File: config.mk
export PLATFORM = sky130hd
export DESIGN_NAME = my_dmux4way16_buf
export DESIGN_NICKNAME = d
export VERILOG_FILES = /design/src/rtl/my_dmux_defs.sv /design/src/rtl/my_dmux_slot.sv /design/src/rtl/my_dmux4way16_buf.sv
export SDC_FILE = /design/constraint.sdc
export NUM_CORES = 1
export LEC_CHECK = 0
export BUFFER_PORTS_ARGS = -buffer_cell sky130_fd_sc_hd__clkbuf_2
export CELL_PAD_IN_SITES_DETAIL_PLACEMENT = 1
export CELL_PAD_IN_SITES_GLOBAL_PLACEMENT = 1
export CORE_ASPECT_RATIO = 0.7
export CORE_MARGIN = 5
export CORE_UTILIZATION = 40
export CTS_BUF_LIST = sky130_fd_sc_hd__clkbuf_8
export CTS_CLUSTER_SIZE = 24
export DETAILED_ROUTE_END_ITERATION = 16
export GPL_TIMING_DRIVEN = 0
export PLACE_DENSITY = 0.86
export REMOVE_ABC_BUFFERS = 1
export SYNTH_ARGS = -nofsm -noshare
export SYNTH_HDL_FRONTEND = slang
export SYNTH_SLANG_ARGS = --single-unit
export TNS_END_PERCENT = 50
File: constraint.sdc
create_clock -name clk -period 2.7 [get_ports clk]
set_input_delay 0.54 -clock clk [delete_from_list [all_inputs] [get_ports clk]]
set_output_delay 0.54 -clock clk [all_outputs]
set_load 0.05 [all_outputs]
File: src/rtl/my_dmux_defs.sv
// Shared definitions for the buffered 1-to-4 demultiplexer: channel count,
// select width, channel codes and the select decoder.
package my_dmux_defs;

    localparam int NUM_CH = 4;
    localparam int SEL_W  = 2;

    typedef enum logic [SEL_W-1:0] {
        CH_A = 2'b00,
        CH_B = 2'b01,
        CH_C = 2'b10,
        CH_D = 2'b11
    } ch_e;

    // One-hot decode of a channel select code.
    function automatic logic [NUM_CH-1:0] sel_decode(input logic [SEL_W-1:0] code);
        logic [NUM_CH-1:0] oh;
        oh       = '0;
        oh[code] = 1'b1;
        return oh;
    endfunction

endpackage

File: src/rtl/my_dmux_slot.sv
// One output channel of the demultiplexer: a single-entry holding register
// with valid/ready handshake and a wrapping count of accepted words.
module my_dmux_slot #(
    parameter int WIDTH = 16,
    parameter int CNT_W = 8
) (
    input  logic             clk,
    input  logic             reset,
    input  logic             load,
    input  logic [WIDTH-1:0] data,
    input  logic             ready,
    output logic [WIDTH-1:0] out,
    output logic             valid,
    output logic [CNT_W-1:0] cnt
);

    logic [WIDTH-1:0] data_q, data_d;
    logic             valid_q, valid_d;
    logic [CNT_W-1:0] cnt_q, cnt_d;

    // Next-state: drain on consumer handshake, then a load overrides it so a
    // same-edge drain and refill keeps the slot full (1 word/cycle).
    always_comb begin
        // NOTE: every output of a combinational block gets a default first,
        // otherwise an unassigned path infers a latch.
        data_d  = data_q;
        valid_d = valid_q;
        cnt_d   = cnt_q;
        if (valid_q && ready) begin
            valid_d = 1'b0;
        end
        if (load) begin
            data_d  = data;
            valid_d = 1'b1;
            cnt_d   = cnt_q + 1'b1;
        end
    end

    // State register with synchronous reset; data keeps its value after a drain.
    always_ff @(posedge clk) begin
        // NOTE: sequential state uses non-blocking assignments so every
        // register samples the pre-edge values, independent of statement order.
        if (reset) begin
            // NOTE: the data register is reset as well because out is visible
            // and must read zero after reset, not a stale discarded word.
            data_q  <= '0;
            valid_q <= 1'b0;
            cnt_q   <= '0;
        end else begin
            data_q  <= data_d;
            valid_q <= valid_d;
            cnt_q   <= cnt_d;
        end
    end

    assign out   = data_q;
    assign valid = valid_q;
    assign cnt   = cnt_q;

endmodule

File: src/rtl/my_dmux4way16_buf.sv
// Buffered 1-to-4 demultiplexer: routes one word per accepted handshake to
// channel a/b/c/d selected by sel; each channel buffers one word and drains
// independently through its own valid/ready handshake.
module my_dmux4way16_buf
    import my_dmux_defs::*;
#(
    parameter int WIDTH = 16,
    parameter int CNT_W = 8
) (
    input  logic             clk,
    input  logic             reset,
    input  logic [WIDTH-1:0] in,
    input  logic [SEL_W-1:0] sel,
    input  logic             in_valid,
    output logic             in_ready,
    output logic [WIDTH-1:0] out_a,
    output logic [WIDTH-1:0] out_b,
    output logic [WIDTH-1:0] out_c,
    output logic [WIDTH-1:0] out_d,
    output logic             valid_a,
    output logic             valid_b,
    output logic             valid_c,
    output logic             valid_d,
    input  logic             ready_a,
    input  logic             ready_b,
    input  logic             ready_c,
    input  logic             ready_d,
    output logic [CNT_W-1:0] cnt_a,
    output logic [CNT_W-1:0] cnt_b,
    output logic [CNT_W-1:0] cnt_c,
    output logic [CNT_W-1:0] cnt_d
);

    logic [WIDTH-1:0]  out_arr [NUM_CH];
    logic [CNT_W-1:0]  cnt_arr [NUM_CH];
    logic [NUM_CH-1:0] valid_vec;
    logic [NUM_CH-1:0] ready_vec;
    logic [NUM_CH-1:0] load_vec;
    logic              accept;

    assign ready_vec = {ready_d, ready_c, ready_b, ready_a};

    // in_ready depends only on the selected channel: its slot is empty or
    // is being drained this cycle. in_valid plays no part.
    always_comb begin
        in_ready = 1'b0;
        unique case (sel)
            CH_A: in_ready = !valid_vec[CH_A] || ready_vec[CH_A];
            CH_B: in_ready = !valid_vec[CH_B] || ready_vec[CH_B];
            CH_C: in_ready = !valid_vec[CH_C] || ready_vec[CH_C];
            CH_D: in_ready = !valid_vec[CH_D] || ready_vec[CH_D];
            default: in_ready = 1'b0;
        endcase
    end

    assign accept   = in_valid && in_ready;
    assign load_vec = accept ? sel_decode(sel) : '0;

    for (genvar i = 0; i < NUM_CH; i++) begin : g_slot
        my_dmux_slot #(
            .WIDTH(WIDTH),
            .CNT_W(CNT_W)
        ) u_slot (
            .clk  (clk),
            .reset(reset),
            .load (load_vec[i]),
            .data (in),
            .ready(ready_vec[i]),
            .out  (out_arr[i]),
            .valid(valid_vec[i]),
            .cnt  (cnt_arr[i])
        );
    end

    assign out_a   = out_arr[CH_A];
    assign out_b   = out_arr[CH_B];
    assign out_c   = out_arr[CH_C];
    assign out_d   = out_arr[CH_D];
    assign valid_a = valid_vec[CH_A];
    assign valid_b = valid_vec[CH_B];
    assign valid_c = valid_vec[CH_C];
    assign valid_d = valid_vec[CH_D];
    assign cnt_a   = cnt_arr[CH_A];
    assign cnt_b   = cnt_arr[CH_B];
    assign cnt_c   = cnt_arr[CH_C];
    assign cnt_d   = cnt_arr[CH_D];

endmodule

After elaboration in Yosys (flattened, before gate mapping) --
Cells that the tools add are included.
Storage, ports and cells: bits in registers 100, input bits 25, output and inout bits 101, logic and storage cells 52
Operators by class: add/subtract/negate cells 4, order comparisons 2, equal/unequal tests 3, multiplexer cells 12, reductions and logical operators 19
Operators by type and width (number):
- adder 8 x 1 -> 8 bit, second input constant | 4
- two-way mux 1 bit | 9
- nonzero test 2 bit | 4
- logical AND 1 bit | 6
- == test 2 bit, second input constant | 2
- zero test 1 bit | 4
- logical OR 1 bit | 4
- two-way mux 4 bit | 1
- one-hot mux 1 bit (4 select lines) | 1
- < comparator 2 x 3 -> 1 bit, second input constant | 1
- demux 1 bit (select 2 bit) | 1
- == test 2 x 1 -> 1 bit, second input constant | 1
- >= comparator 2 x 1 -> 1 bit, second input constant | 1
- zero test 2 bit | 1

Longest topological paths before layout --
depth in word-level cells 6, gate-level depth with buffers 7, gate-level depth less buffers 5

Cells and area by module --
From an unflattened synthesis, not the netlist that was laid out.
Second synthesis, totals: cell total of the unflattened synthesis 381, area, all modules 3819.9 µm²
Modules (own cells, without submodules):
- my_dmux_slot | times used 4, cells each 93, area each 929.6 µm², seq. area each 500.5 µm²
- my_dmux4way16_buf | times used 1, cells each 9, area each 101.3 µm², seq. area each 0.0 µm²

Worst setup path after synthesis --
Ideal clock, no wire load.
path kind register -> output, start reg g_slot[2].u_slot.valid_q, end out in_ready, data arrival time 1.504 ns, required time 2.160 ns, path slack 0.656 ns, cell stages (with the launch flop) 4, path buffers 1, cell sequence dfxtp_1 > nand2b_1 > clkbuf_1 > mux4_2
On the way: cells in the longest elaborated chain, start to end 3
Ends and longest elaborated chain:
- from (decl) | line my_dmux_slot.sv:18 | logic valid_q, valid_d;
- from (signal assigned) | line my_dmux_slot.sv:51 | valid_q <= valid_d;
- zero test 1 bit | line my_dmux4way16_buf.sv:50 | CH_C: in_ready = !valid_vec[CH_C] || ready_vec[CH_C];
- logical OR 1 bit | line my_dmux4way16_buf.sv:50
- one-hot mux 1 bit (4 select lines) | line my_dmux4way16_buf.sv:47 | unique case (sel)
- to (decl) | line my_dmux4way16_buf.sv:15 | output logic in_ready,
No other way between the ends.

Worst setup path in the final report --
start in sel[1], end reg g_slot[2].u_slot.cnt_q[7]
On the way: cells in the longest elaborated chain, start to end 5, elaborated cells between the ends (all ways) 12, classes of those cells 2 x order compare; 3 x eq/ne; 4 x mux; 3 x reduce/logical
Ends and longest elaborated chain:
- from (decl) | line my_dmux4way16_buf.sv:13 | input logic [SEL_W-1:0] sel,
- < comparator 2 x 3 -> 1 bit (implied by the code) / >= comparator 2 x 1 -> 1 bit (equally long branches) | line my_dmux_defs.sv:19 | oh[code] = 1'b1;
- logical AND 1 bit (implied by the code) | line my_dmux_defs.sv:19
- two-way mux 1 bit (implied by the code) | line my_dmux_defs.sv:19
- demux 1 bit (select 2 bit) | line my_dmux_defs.sv:19
- two-way mux 4 bit (*) | line my_dmux4way16_buf.sv:57 | assign load_vec = accept ? sel_decode(sel) : '0;
- to (signal assigned) | line my_dmux_slot.sv:52 | cnt_q <= cnt_d;
- to (decl) | line my_dmux_slot.sv:19 | logic [CNT_W-1:0] cnt_q, cnt_d;
Every way passes the cells marked *; elsewhere a longest branch is shown, timed or not. A chain may end at the register's enable or synchronous reset.

==> impl_metrics.csv <==
group,metric,value,unit
final_layout,diodes,0,
run_status,status,"finished, final reports clean",
worst_setup_path,critical_path_required,2980,ps
global_route,grt_use_met2,34.9,%
floorplan,die_area,11800,sq um
route,firstDrtPassIters,4,
timing,report.final.hold_viol_count,0,
worst_setup_path,critPathKind,"primary input to register",
timing,min_period_over_period,85.2,%
route,via_count,3670,
floorplan,initial_utilization,40.4,%
clock_tree,path_clk_slew,90,ps
worst_setup_path,rr_endpoint,"g_slot[2].u_slot.cnt[7]$_SDFFE_PP0P_",
power,total_power,2.76,mW
worst_setup_path,reg2reg_slack,600,ps
clock_tree,postCtsSetupBuffers,0,
yosys,synth.distinct_cells,35,
yosys,synthTopCellsByArea,"dfxtp_1 (52%), nand2_1 (14%), a21oi_1 (9.6%)",
final_layout,area_delta_synth_final,22.4,%
power,leakage,1.89,nW
yosys,netlist_instances,471,
power,peakVddDrop,0.000459,V
clock_tree,cts_max_path_buffers,2,
timing,max_freq,0.434,GHz
global_route,use_met1,24.0,%
route,drt_iter0_drc,152,
yosys,synth-warning-count,0,
worst_setup_path,reg2reg_depth,4,
place,hpwl,8480,um
worst_setup_path,crit_fanout,20,
global_route,grt_pass1_vias,3798,
clock_tree,root_buffer,"clkbuf_8",
final_layout,final_cell_mix,"nand2_1 (146), clkbuf_2 (124), dfxtp_1 (100)",
clock_tree,cts_resized,0,
final_layout,final_core_util,49.4,%
final_layout,multi_input_area,1740,sq um
floorplan,io_pins,126,
floorplan,core_region_area,9570,sq um
global_route,grt_antenna_before_repair,0,
worst_hold_path,min_path_type,"primary input to register",
final_layout,final_common_cell,"nand2_1",
worst_setup_path,endpoint_kind,"register",
floorplan,dieWidth,127,um
final_layout,fillerInstances,1240,
global_route,grt-busiest-layer,"met2",
yosys,synth_area_leader_cell,"dfxtp_1",
timing,rsz0062_at_grt,"false",
route,routedWlPerCell,16.7,um
yosys,yosysSeqAreaShare,51.8,%
route,drc,0,
worst_hold_path,whs_endpoint,"g_slot[3].u_slot.out[15]$_SDFFE_PP0P_",
final_layout,drive_gt1_share,25.1,%
global_route,grt_max_degree,56,
yosys,synth-seq-cells,100,
clock_tree,clock_latency,350,ps
timing,totalNegativeSetupSlack,0,ps
timing,tightest_slew,990,ps
clock_tree,cts_buffers,9,
clock_tree,cts_tree,"done",
timing,drv_slew,0,
run,cap_violations,0,
worst_setup_path,cp.arrival,2590,ps
yosys,yosys.area.top_type_share,51.8,%
route,postRouteAntennaNets,0,
worst_hold_path,min_from,"in[15]",
clock_tree,cts_hold_buf,0,
clock_tree,cts_htree_levels,3,
yosys,syn_area_per_cell,8.21,sq um
route,routed_wl,11900,um
route,vias_per_cell,5.17,
floorplan,die_h,92.2,um
global_route,grt_overflow,0,
floorplan,rows,30,
worst_setup_path,r2r_start,"g_slot[2].u_slot.valid$_SDFFE_PP0P_",
yosys,syn-cell-area,3860,sq um
final_layout,ff_latch_area,2000,sq um
global_route,use_met3,7.63,%
global_route,grt_util_all_layers,20.3,%
clock_tree,cts.sinks,100,
timing,finalClockSkew,7.00,ps
timing,min_period,2300,ps
final_layout,nNetsFinal,608,
worst_setup_path,start_kind,"primary input",
power,p_per_area,583,nW/um^2
global_route,grt_pass1_wl,19100,um
timing,maxSlewHeadroom,34.0,%
place,globalplace.congestion,0.776,
place,port_buffers,125,
worst_hold_path,min_path_cells,3,
timing,report.final.setup_viol,0,
-- metal layers --
layer	vias up	part of all wire [%]	routed length, um
li1	1770	-	-
met1	1795	43	5090
met2	96	49	5780
met3	9	7.5	891
met4	0	1.0	119
met5	-	0	0
-- flip-flops by register name, indices dropped and copies added (netlist names) --
signal and flops:
g_slot.u_slot.valid 4, g_slot.u_slot.out 64, g_slot.u_slot.cnt 32
-- worst max path at each step --
stage,slack [ps],cells after the start,start,endpoint
2_1_floorplan,650,2,g_slot[2].u_slot.valid$_SDFFE_PP0P_,in_ready
3_3_place_gp,50,5,sel[1],g_slot[2].u_slot.cnt[7]$_SDFFE_PP0P_
3_5_place_dp,70,5,sel[1],g_slot[2].u_slot.cnt[7]$_SDFFE_PP0P_
4_1_cts,420,5,sel[1],g_slot[2].u_slot.cnt[7]$_SDFFE_PP0P_
5_1_grt,260,5,sel[1],g_slot[2].u_slot.cnt[7]$_SDFFE_PP0P_
6_report,400,5,sel[1],g_slot[2].u_slot.cnt[7]$_SDFFE_PP0P_
-- critical path: stages --
cell	delay, ps
clkbuf_2	290
and3b_1	360
nand2_1	550
or4_1	690
a21oi_1	140
-- cell usage after synthesis --
| cell | number |
|---|---|
| a21oi_1 | 74 |
| and2_1 | 3 |
| and3_1 | 3 |
| and3b_1 | 1 |
| and4_1 | 1 |
| buf_1 | 2 |
| buf_2 | 11 |
| buf_6 | 1 |
| clkbuf_1 | 15 |
| dfxtp_1 | 100 |
| ha_1 | 4 |
| inv_1 | 1 |
| mux2_2 | 1 |
| mux4_2 | 1 |
| nand2_1 | 146 |
| nand2_2 | 1 |
| nand2b_1 | 8 |
| nand3_1 | 6 |
| nand3b_1 | 1 |
| nand4_1 | 9 |
| nand4b_1 | 1 |
| nor2_1 | 26 |
| nor2_2 | 1 |
| nor2b_1 | 4 |
| nor3_1 | 4 |
| nor3_2 | 2 |
| nor4_1 | 10 |
| nor4b_1 | 2 |
| o21ai_0 | 1 |
| o31ai_1 | 2 |
| or2_2 | 1 |
| or3_1 | 2 |
| or4_1 | 2 |
| xnor2_1 | 18 |
| xor2_1 | 6 |
-- final cells by class --
| class | instances | share of cell area (%) |
|---|---|---|
| sequential | 100 | 42.3 |
| multi-input combinational | 341 | 36.8 |
| timing repair buffer | 126 | 13.7 |
| clock buffer | 12 | 3.49 |
| tap | 128 | 3.38 |
| clock inverter | 2 | 0.238 |
| inverter | 1 | 0.0793 |
-- per-stage QoR --
stage | instance area, sq um | worst slack, ps | std cells | hold slack [ps]
final | 4730 | 398 | 710 | 445
after detailed placement | 4540 | 68.8 | 696 | 449
after global placement | 4520 | 54.1 | 695 | 442
after global routing | 4730 | 262 | 710 | 434
after floorplan | 3730 | 649 | 442 | 609
after CTS | 4720 | 421 | 710 | 427
-- where the power goes --
group | total, mW | switching [mW] | leakage, nW | internal [mW]
clock network | 0.879 | 0.481 | 0.0918 | 0.398
registers | 1.54 | 0.0274 | 0.811 | 1.51
logic | 0.342 | 0.267 | 0.992 | 0.0752
total | 2.76 | 0.775 | 1.89 | 1.99
-- logic make-up (layout without fill, tap and decap cells) --
| group | after synthesis | in the layout | synth area share (%) |
|---|---|---|---|
| AND/OR/NAND/NOR | 234 | 234 | 27.0 |
| flip-flops | 100 | 100 | 51.8 |
| AO/OA/AOI/OAI | 77 | 77 | 10.1 |
| buffers and inverters | 30 | 141 | 3.46 |
| XOR/XNOR | 24 | 24 | 5.44 |
| adder cells (fa/ha/maj) | 4 | 4 | 1.29 |
| multiplexers | 2 | 2 | 0.874 |
No activity file was read; power rests on OpenSTA's default activity.
